File: config.mk
export PLATFORM = sky130hd
export DESIGN_NAME = ysyx_25020047_lsu_ctrl
export DESIGN_NICKNAME = d
export VERILOG_FILES = /design/src/rtl/ysyx_25020047_pkg.sv /design/src/rtl/ysyx_25020047_lsu_lane.sv /design/src/rtl/ysyx_25020047_lsu_ctrl.sv
export SDC_FILE = /design/constraint.sdc
export NUM_CORES = 1
export LEC_CHECK = 0
export ABC_AREA = 1
export BUFFER_PORTS_ARGS = -buffer_cell sky130_fd_sc_hd__clkbuf_2
export CORE_ASPECT_RATIO = 0.6
export CORE_UTILIZATION = 45
export DETAILED_ROUTE_END_ITERATION = 8
export PLACE_DENSITY = 0.77
export SLEW_MARGIN = 20
export SYNTH_ARGS = -nofsm -noshare
export SYNTH_HDL_FRONTEND = slang
export SYNTH_SLANG_ARGS = --single-unit
File: constraint.sdc
create_clock -name clk -period 1.8 [get_ports clk]
set_clock_uncertainty 0.05 [all_clocks]
set_input_delay 0.54 -clock clk [delete_from_list [all_inputs] [get_ports clk]]
set_output_delay 0.54 -clock clk [all_outputs]
set_load 0.01 [all_outputs]
File: src/rtl/ysyx_25020047_pkg.sv
// ysyx_25020047_pkg: shared LSU state encodings, size codes and op legality check.
package ysyx_25020047_pkg;

    typedef enum logic [1:0] {
        LSU_IDLE = 2'd0,
        LSU_REQ  = 2'd1,
        LSU_WAIT = 2'd2,
        LSU_DONE = 2'd3
    } lsu_state_t;

    localparam logic [1:0] SZ_BYTE = 2'd0;
    localparam logic [1:0] SZ_WORD = 2'd2;

    // Both directions at once, odd size codes, or a misaligned word are rejected.
    function automatic logic op_illegal(input logic rd, input logic wr,
                                        input logic [1:0] size, input logic [1:0] lo);
        return (rd && wr) || size[0] || (size == SZ_WORD && lo != 2'b00);
    endfunction

endpackage

File: src/rtl/ysyx_25020047_lsu_lane.sv
// ysyx_25020047_lsu_lane: byte-lane steering for stores (mask, replication) and byte-load extraction.
module ysyx_25020047_lsu_lane
    import ysyx_25020047_pkg::*;
(
    input  logic [1:0]  size,
    input  logic [1:0]  off,
    input  logic        wen,
    input  logic [31:0] st_data,
    input  logic [31:0] ld_word,
    output logic [3:0]  wmask,
    output logic [31:0] st_word,
    output logic [31:0] ld_data
);

    logic is_word;

    assign is_word = (size == SZ_WORD);
    assign wmask   = !wen ? 4'b0000 : (is_word ? 4'b1111 : 4'b0001 << off);
    assign st_word = is_word ? st_data : {4{st_data[7:0]}};
    assign ld_data = is_word ? ld_word : {24'b0, ld_word[{off, 3'b000} +: 8]};

endmodule

File: src/rtl/ysyx_25020047_lsu_ctrl.sv
// ysyx_25020047_lsu_ctrl: multi-cycle load/store sequencer with valid/ready memory handshake.
// Optional watchdog abort enabled by defining YSYX_25020047_LSU_TIMEOUT_EN.
module ysyx_25020047_lsu_ctrl
    import ysyx_25020047_pkg::*;
#(
    parameter int TIMEOUT_CYCLES = 255
) (
    input  logic        clk,
    input  logic        rst,
    input  logic        op_valid,
    input  logic        op_read,
    input  logic        op_write,
    input  logic [1:0]  op_size,
    input  logic [31:0] op_addr,
    input  logic [31:0] op_wdata,
    output logic        op_ready,
    output logic        busy,
    output logic        done,
    output logic [31:0] rdata,
    output logic        err,
    output logic        timeout,
    output logic        mem_req_valid,
    input  logic        mem_req_ready,
    output logic [31:0] mem_req_addr,
    output logic        mem_req_wen,
    output logic [31:0] mem_req_wdata,
    output logic [3:0]  mem_req_wmask,
    input  logic        mem_resp_valid,
    input  logic [31:0] mem_resp_rdata
);

    lsu_state_t  state;
    logic [31:0] addr;
    logic [31:0] wdata;
    logic [1:0]  size;
    logic        wen;
    logic        hit;
    logic [31:0] ld_data;

    ysyx_25020047_lsu_lane u_lane (
        .size    (size),
        .off     (addr[1:0]),
        .wen     (wen),
        .st_data (wdata),
        .ld_word (mem_resp_rdata),
        .wmask   (mem_req_wmask),
        .st_word (mem_req_wdata),
        .ld_data (ld_data)
    );

`ifdef YSYX_25020047_LSU_TIMEOUT_EN
    localparam int CW = ($clog2(TIMEOUT_CYCLES + 1) > 8) ? $clog2(TIMEOUT_CYCLES + 1) : 8;
    logic [CW-1:0] cnt;
    // Counter is zero throughout IDLE, so it starts at zero on REQ entry.
    always_ff @(posedge clk) begin
        if (rst || state == LSU_IDLE)
            cnt <= '0;
        else if (state == LSU_REQ || state == LSU_WAIT)
            cnt <= cnt + 1'b1;
    end
    assign hit = (state == LSU_REQ || state == LSU_WAIT) && cnt == CW'(TIMEOUT_CYCLES - 1);
`else
    assign hit = 1'b0;
`endif

    assign op_ready      = (state == LSU_IDLE);
    assign busy          = (state != LSU_IDLE);
    assign done          = (state == LSU_DONE);
    assign mem_req_valid = (state == LSU_REQ);
    assign mem_req_addr  = {addr[31:2], 2'b00};
    assign mem_req_wen   = wen;

    always_ff @(posedge clk) begin
        if (rst) begin
            state   <= LSU_IDLE;
            addr    <= '0;
            wdata   <= '0;
            size    <= '0;
            wen     <= 1'b0;
            rdata   <= '0;
            err     <= 1'b0;
            timeout <= 1'b0;
        end else begin
            case (state)
                LSU_IDLE: if (op_valid && (op_read || op_write)) begin
                    addr  <= op_addr;
                    wdata <= op_wdata;
                    size  <= op_size;
                    wen   <= op_write;
                    if (op_illegal(op_read, op_write, op_size, op_addr[1:0])) begin
                        state <= LSU_DONE;
                        err   <= 1'b1;
                        rdata <= '0;
                    end else begin
                        state <= LSU_REQ;
                    end
                end
                LSU_REQ: if (hit) begin
                    state   <= LSU_DONE;
                    err     <= 1'b1;
                    timeout <= 1'b1;
                    rdata   <= '0;
                end else if (mem_req_ready) begin
                    state <= LSU_WAIT;
                end
                LSU_WAIT: if (hit) begin
                    state   <= LSU_DONE;
                    err     <= 1'b1;
                    timeout <= 1'b1;
                    rdata   <= '0;
                end else if (mem_resp_valid) begin
                    state <= LSU_DONE;
                    rdata <= wen ? 32'b0 : ld_data;
                end
                default: begin
                    state   <= LSU_IDLE;
                    err     <= 1'b0;
                    timeout <= 1'b0;
                end
            endcase
        end
    end

endmodule

# Yosys cells after proc, flatten, opt, wreduce, memory -nomap -nowiden
# Cells that the tools add are included.
[word_totals]
wordCells = 51
regBits = 102
output_inout_bits = 107
[classes]
reduce_logical = 15
muxes = 17
n_shift = 2
n_bitwise = 1
eq_ne = 9
[op_table]
columns = ["operator", "n"]
rows = [
  ["2-to-1 mux 32 bit", 6],
  ["one-hot mux 32 bit (2 select lines)", 1],
  ["variable part select 32 x 6 -> 8 bit", 1],
  ["equality test 2 bit, second input constant", 4],
  ["2-to-1 mux 2 bit", 4],
  ["2-to-1 mux 4 bit", 2],
  ["!= test 2 x 1 -> 1 bit, second input constant", 3],
  ["one-hot mux 2 bit (3 select lines)", 1],
  ["AND reduction 3 bit", 2],
  ["nonzero test 2 bit", 3],
  ["AND reduction 4 bit", 1],
  ["<< shifter 1 x 2 -> 4 bit, first input constant", 1],
  ["logical AND 1 bit", 3],
  ["logical OR 1 bit", 3],
  ["equality test 2 x 1 -> 1 bit, second input constant", 1],
  ["logical NOT 2 bit", 1],
  ["2-to-1 mux 1 bit", 2],
  ["!= test 2 bit, second input constant", 1],
  ["one-hot mux 1 bit (2 select lines)", 1],
  ["AND reduction 2 bit", 1],
  ["OR reduction 2 bit", 1],
  ["NOT 1 bit", 1],
]

# Longest topological paths before layout
[logic_depth]
ltp_word = 6
mapped_depth = 11

# By module
# A second synthesis with hierarchy kept.
[unflattened]
cells_unflattened = 773
area_unflattened_um2 = 5187.5
[modules_own_cells]
columns = ["module", "cells_per_inst", "instances", "seq_area_each_um2", "area_each_um2"]
rows = [
  ["ysyx_25020047_lsu_ctrl", 579, 1, 2042.0, 4271.6],
  ["ysyx_25020047_lsu_lane", 194, 1, 0.0, 915.9],
]

# Worst setup path before layout
# Ideal clock, no wire load.
[synth_path]
kind = "reg-to-reg"
from = "reg state[0]"
to = "reg addr[0]"
path_buffers = 2
path_slack_ns = 0.198
path_stages_with_launch = 10
synth_period_minus_slack_ns = 1.602
setup_time_ns = 0.122
t_required_ns = 1.628
t_arrival_ns = 1.430
path_cell_list = "dfxtp_1 inv_1 ha_1 inv_2 nor2_4 inv_2 buf_6 buf_6 o21ai_0 a21oi_1"
[synth_between]
elab_chain_cells = 2
[synth_lines]
columns = ["element", "line", "source"]
rows = [
  ["start: declaration", "ysyx_25020047_lsu_ctrl.sv:32", "lsu_state_t state;"],
  ["start signal: assignment", "ysyx_25020047_lsu_ctrl.sv:75", "state <= LSU_IDLE;"],
  ["start signal: assignment", "ysyx_25020047_lsu_ctrl.sv:91", "state <= LSU_DONE;"],
  ["start signal: assignment", "ysyx_25020047_lsu_ctrl.sv:95", "state <= LSU_REQ;"],
  ["logical NOT 2 bit", "n/a", ""],
  ["named net op_ready", "ysyx_25020047_lsu_ctrl.sv:16", "output logic op_ready,"],
  ["AND reduction 2 bit (no source line)", "n/a", ""],
  ["end signal: assignment", "ysyx_25020047_lsu_ctrl.sv:86", "addr <= op_addr;"],
  ["end: declaration", "ysyx_25020047_lsu_ctrl.sv:33", "logic [31:0] addr;"],
]
# The timed path passes the listed nets, and every way through them passes these cells.
# A chain may end at the register's enable or synchronous reset.

# Worst setup path in the final report
[layout_path]
from = "reg size[0]"
to = "out mem_req_wmask[3]"
[layout_between]
elab_chain_cells = 3
[layout_lines]
columns = ["element", "line", "source"]
rows = [
  ["start: declaration", "ysyx_25020047_lsu_ctrl.sv:35", "logic [1:0] size;"],
  ["start signal: assignment", "ysyx_25020047_lsu_ctrl.sv:88", "size <= op_size;"],
  ["equality test 2 bit", "ysyx_25020047_lsu_lane.sv:17", "assign is_word = (size == SZ_WORD);"],
  ["2-to-1 mux 4 bit (2 in a row)", "ysyx_25020047_lsu_lane.sv:18", "assign wmask = !wen ? 4'b0000 : (is_word ? 4'b1111 : 4'b0001 << off);"],
  ["end: declaration", "ysyx_25020047_lsu_ctrl.sv:27", "output logic [3:0] mem_req_wmask,"],
]
# Every way passes these cells.

==> metrics.md <==
| Metric | Value |
|---|---|
| Status | finished with violations |
| Failing checks | setup timing |
| Longest Clk Path Bufs | 2 |
| Fill count | 862 |
| Placed cells | 968 |
| Hold path depth | 3 |
| Seq pwr share | 31.4% |
| Inserted Clock Buffers | 9 |
| Final Hold Fails | 0 |
| Die span in x | 136 µm |
| Core area | 10100 µm² |
| Switch Pwr | 3.70 mW |
| Pre-CTS WS | -0.187 ns |
| Number of global-route vias before repair | between 4000 and 5000 |
| Fin cells | 1000 |
| Placed Area | 5740 µm² |
| Design internal power | between 5 and 6 mW |
| Flops & latches, synth | 102 |
| Vias per std cell | between 5 and 6 |
| Worst-Margin Slew | between 0.4 and 0.5 ns |
| Hold_sp | op_wdata[6] |
| Critical path type | flip-flop to primary output |
| Pre-Repair DR Iteration Count | 8 |
| Setup Viol. Count Final | 28 |
| Final Core Density | 65.7% |
| Worst setup margin | -0.178 ns |
| DRC violations left | 0 |
| CP Launch Point | size[0]$_SDFFE_PP0P_ |
| Reg-to-reg endpoint | rdata[22]$_SDFFE_PP0P_ |
| Setup TNS | -3.47 ns |
| Hold Path Class | primary input to flip-flop |
| Final Critical Period | 1.98 ns |
| CP delay by family, top | buffers and inverters |
| Routing usage on met2 | 38.2% |
| Hold slack final | ~0.37 ns |
| Worst R2R Path Depth | 11 |
| DP HPWL | 9890 µm |
| Syn Inst Count | 682 |
| RSZ-0062 raised after global routing | true |
| H-tree depth | 3 |
| Met1 usage | 37.1% |
| Pwr/cell area | about 1400 nW/µm² |
| Gr usage total | 25.8% |
| Crit path buffers/inverters | 4 |
| Nets | 969 |
| Worst reg2reg setup slack | 0.07 ns |
| Cell area after synthesis | around 4800 µm² |
| 1st-iter DRT viols | 457 |
| Seq. cell area | 2050 µm² |
| Leading cell types in the layout, fill and taps excluded | clkbuf_2, nor2_1, dfxtp_1, nand2_1, nand3_1 |
| Starting Density | 47.5% |
| Row cnt | 28 |
| Cell taking the most area after synthesis | dfxtp_1 |
| Max incr delay on CP | between 0.3 and 0.4 ns |
| Via count | 5181 |
| Fin area | 6650 µm² |
| Clock Power Share | 22.2% |
| PortBufs | approximately 210 |
| Area grow syn2layout | 38.2% |
| CTS Sinks | 102 |
| Grt met3 use | 6.29% |
| Vert. Die Dim | 82.1 µm |
| Top cells by area, synth | dfxtp_1, o21ai_0, nor2_1 |
| Initial antenna violation count | 0 |
| Hold Path End | wdata[6]$_SDFFE_PP0P_ |
| Period utilisation layout | 110% |
| IO Pins | 212 |
| Max_slew headroom | 66.9% |
| First-pass GRT wire length | 22200 µm |
| Crit-path slowest cell | dfxtp_2 |
| Leak | 3.09 nW |
| Ys Warns | 0 |
| Final ANT Viol Nets | 0 |
| Required time of the worst setup path | about 1.2 ns |
| Critical path arrival | approximately 1.4 ns |
| CTS Root Buffer Type | clkbuf_16 |
| Gp weighted congestion | around 0.9 |
| Sequential element share of the synthesized area | 42.4% |
| Share of layout cells above drive strength 1 | between 30% and 40% |
| Syn_area_per_cell | around 7.1 µm² |
| Maxcap violations | 0 |
| Global routing's busiest layer | met2 |
| Maximum VDD drop | ~750 µV |
| Sw Share | 40.0% |
| Die Area | 11100 µm² |
| Worst r2r src | size[0]$_SDFFE_PP0P_ |
| Multi-input combinational cell area | 2340 µm² |
| Startpoint types | flip-flop |
| Total inserted antenna cells | 0 |
| Worst-path cell chain | inv_4 -> nand2_8 -> buf_8 -> buf_16 -> a21oi_2 -> buf_2 |
| Count of final max-slew check failures | 0 |
| Worst skew pair latency | 0.34 ns |
| Final wirelength | 15000 µm |
| Pwr Total | roughly 9.2 mW |
| Largest net degree at the start of global routing | 69 |
| Yosys cell types | 23 |
| Gate power share | 46.5% |
| Post-synth top area share | 42.4% |
| Avg WL per Cell | 15.0 µm |
| Most common cell after layout, fill and taps aside | clkbuf_2 |
| CP endpoint kind | primary output |
| Fmax | just over 500 MHz |
| CP Max Fanout | 6 |
| Clock Pin Slew Worst Setup and Hold Paths | 0.08 ns |
| Aggregate global routing overflow | 0 |
| TritonCTS clock tree | yes |
[worst max-delay path by stage]
stage,end,slack [ns],depth (start not counted)
floorplan,addr[0]$_SDFFE_PP0P_,0.20,9
global placement,rdata[0]$_SDFFE_PP0P_,-0.13,9
CTS,mem_req_wmask[1],-0.19,6
global route,mem_req_wdata[24],-0.24,6
finish,mem_req_wmask[3],-0.18,6
detailed placement,rdata[4]$_SDFFE_PP0P_,-0.19,9
[per-layer routing]
metal,vias to the layer above,wire length [µm]
li1,2538,-
met1,2351,6940
met2,265,6520
met3,27,1340
met4,0,218
met5,-,0
[Yosys cell counts]
master,count
clkbuf_2,1
a21oi_1,68
nand2_2,5
o21ai_0,89
nor2_4,2
nor2_2,2
buf_1,4
clkinv_1,2
clkbuf_1,20
conb_1,1
o21ai_2,1
buf_2,11
dfxtp_1,102
nand3_1,67
buf_4,42
o21ai_1,3
buf_6,8
a21o_1,1
inv_1,36
ha_1,4
inv_2,5
nand2_1,100
nor2_1,108
[cell type report]
class	count	area share, %
Multi-Input combinational cell	454	35.1
Sequential cell	102	30.8
Timing Repair Buffer	250	24.2
Clock buffer	9	3.39
Inverter	43	2.56
Tap cell	135	2.54
Clock inverter	7	1.35
[power by group through the flow]
| stage | registers (mW) | logic [mW] | clock network [mW] |
|---|---|---|---|
| floorplan | 2.86 | 2.44 | 0 |
| global placement | 2.89 | 3.24 | 0 |
| detailed placement | 2.89 | 3.25 | 0 |
| CTS | 2.87 | 3.73 | 2.09 |
| global route | 2.94 | 4.64 | 2.19 |
| finish | 2.90 | 4.30 | 2.05 |
[worst min-delay path: cells and delay by family]
family	cells	cell delay, ns
and+or+nand+nor	2	0.11
buffers and inverters	1	0.08
[cells by family (layout without fill, tap and decap cells)]
family          after synthesis  in the layout  synth area share (%)
simple gates                284            285                  24.6
compound gates              162            162                  17.0
buf+inv                     129            309                  14.9
flops                       102            102                  42.4
fa+ha+maj                     4              4                  1.04
other cells                   1              3                0.0779
[what timing repair did]
action,4_1_cts,5_1_grt
resized for setup,75,60
hold endpoints to repair,0,0
pin swaps,3,8
hold buffers,0,0
setup endpoints to repair,62,53
gates cloned,5,4
buffers inserted,5,3
[sequential cells by signal, summed over array words and instances, names as in the netlist]
| register | flops |
|---|---|
| mem_req_wen | 1 |
| err | 1 |
| state | 2 |
| size | 2 |
| wdata | 32 |
| addr | 32 |
| rdata | 32 |
Power figures use the tool's default switching activity.
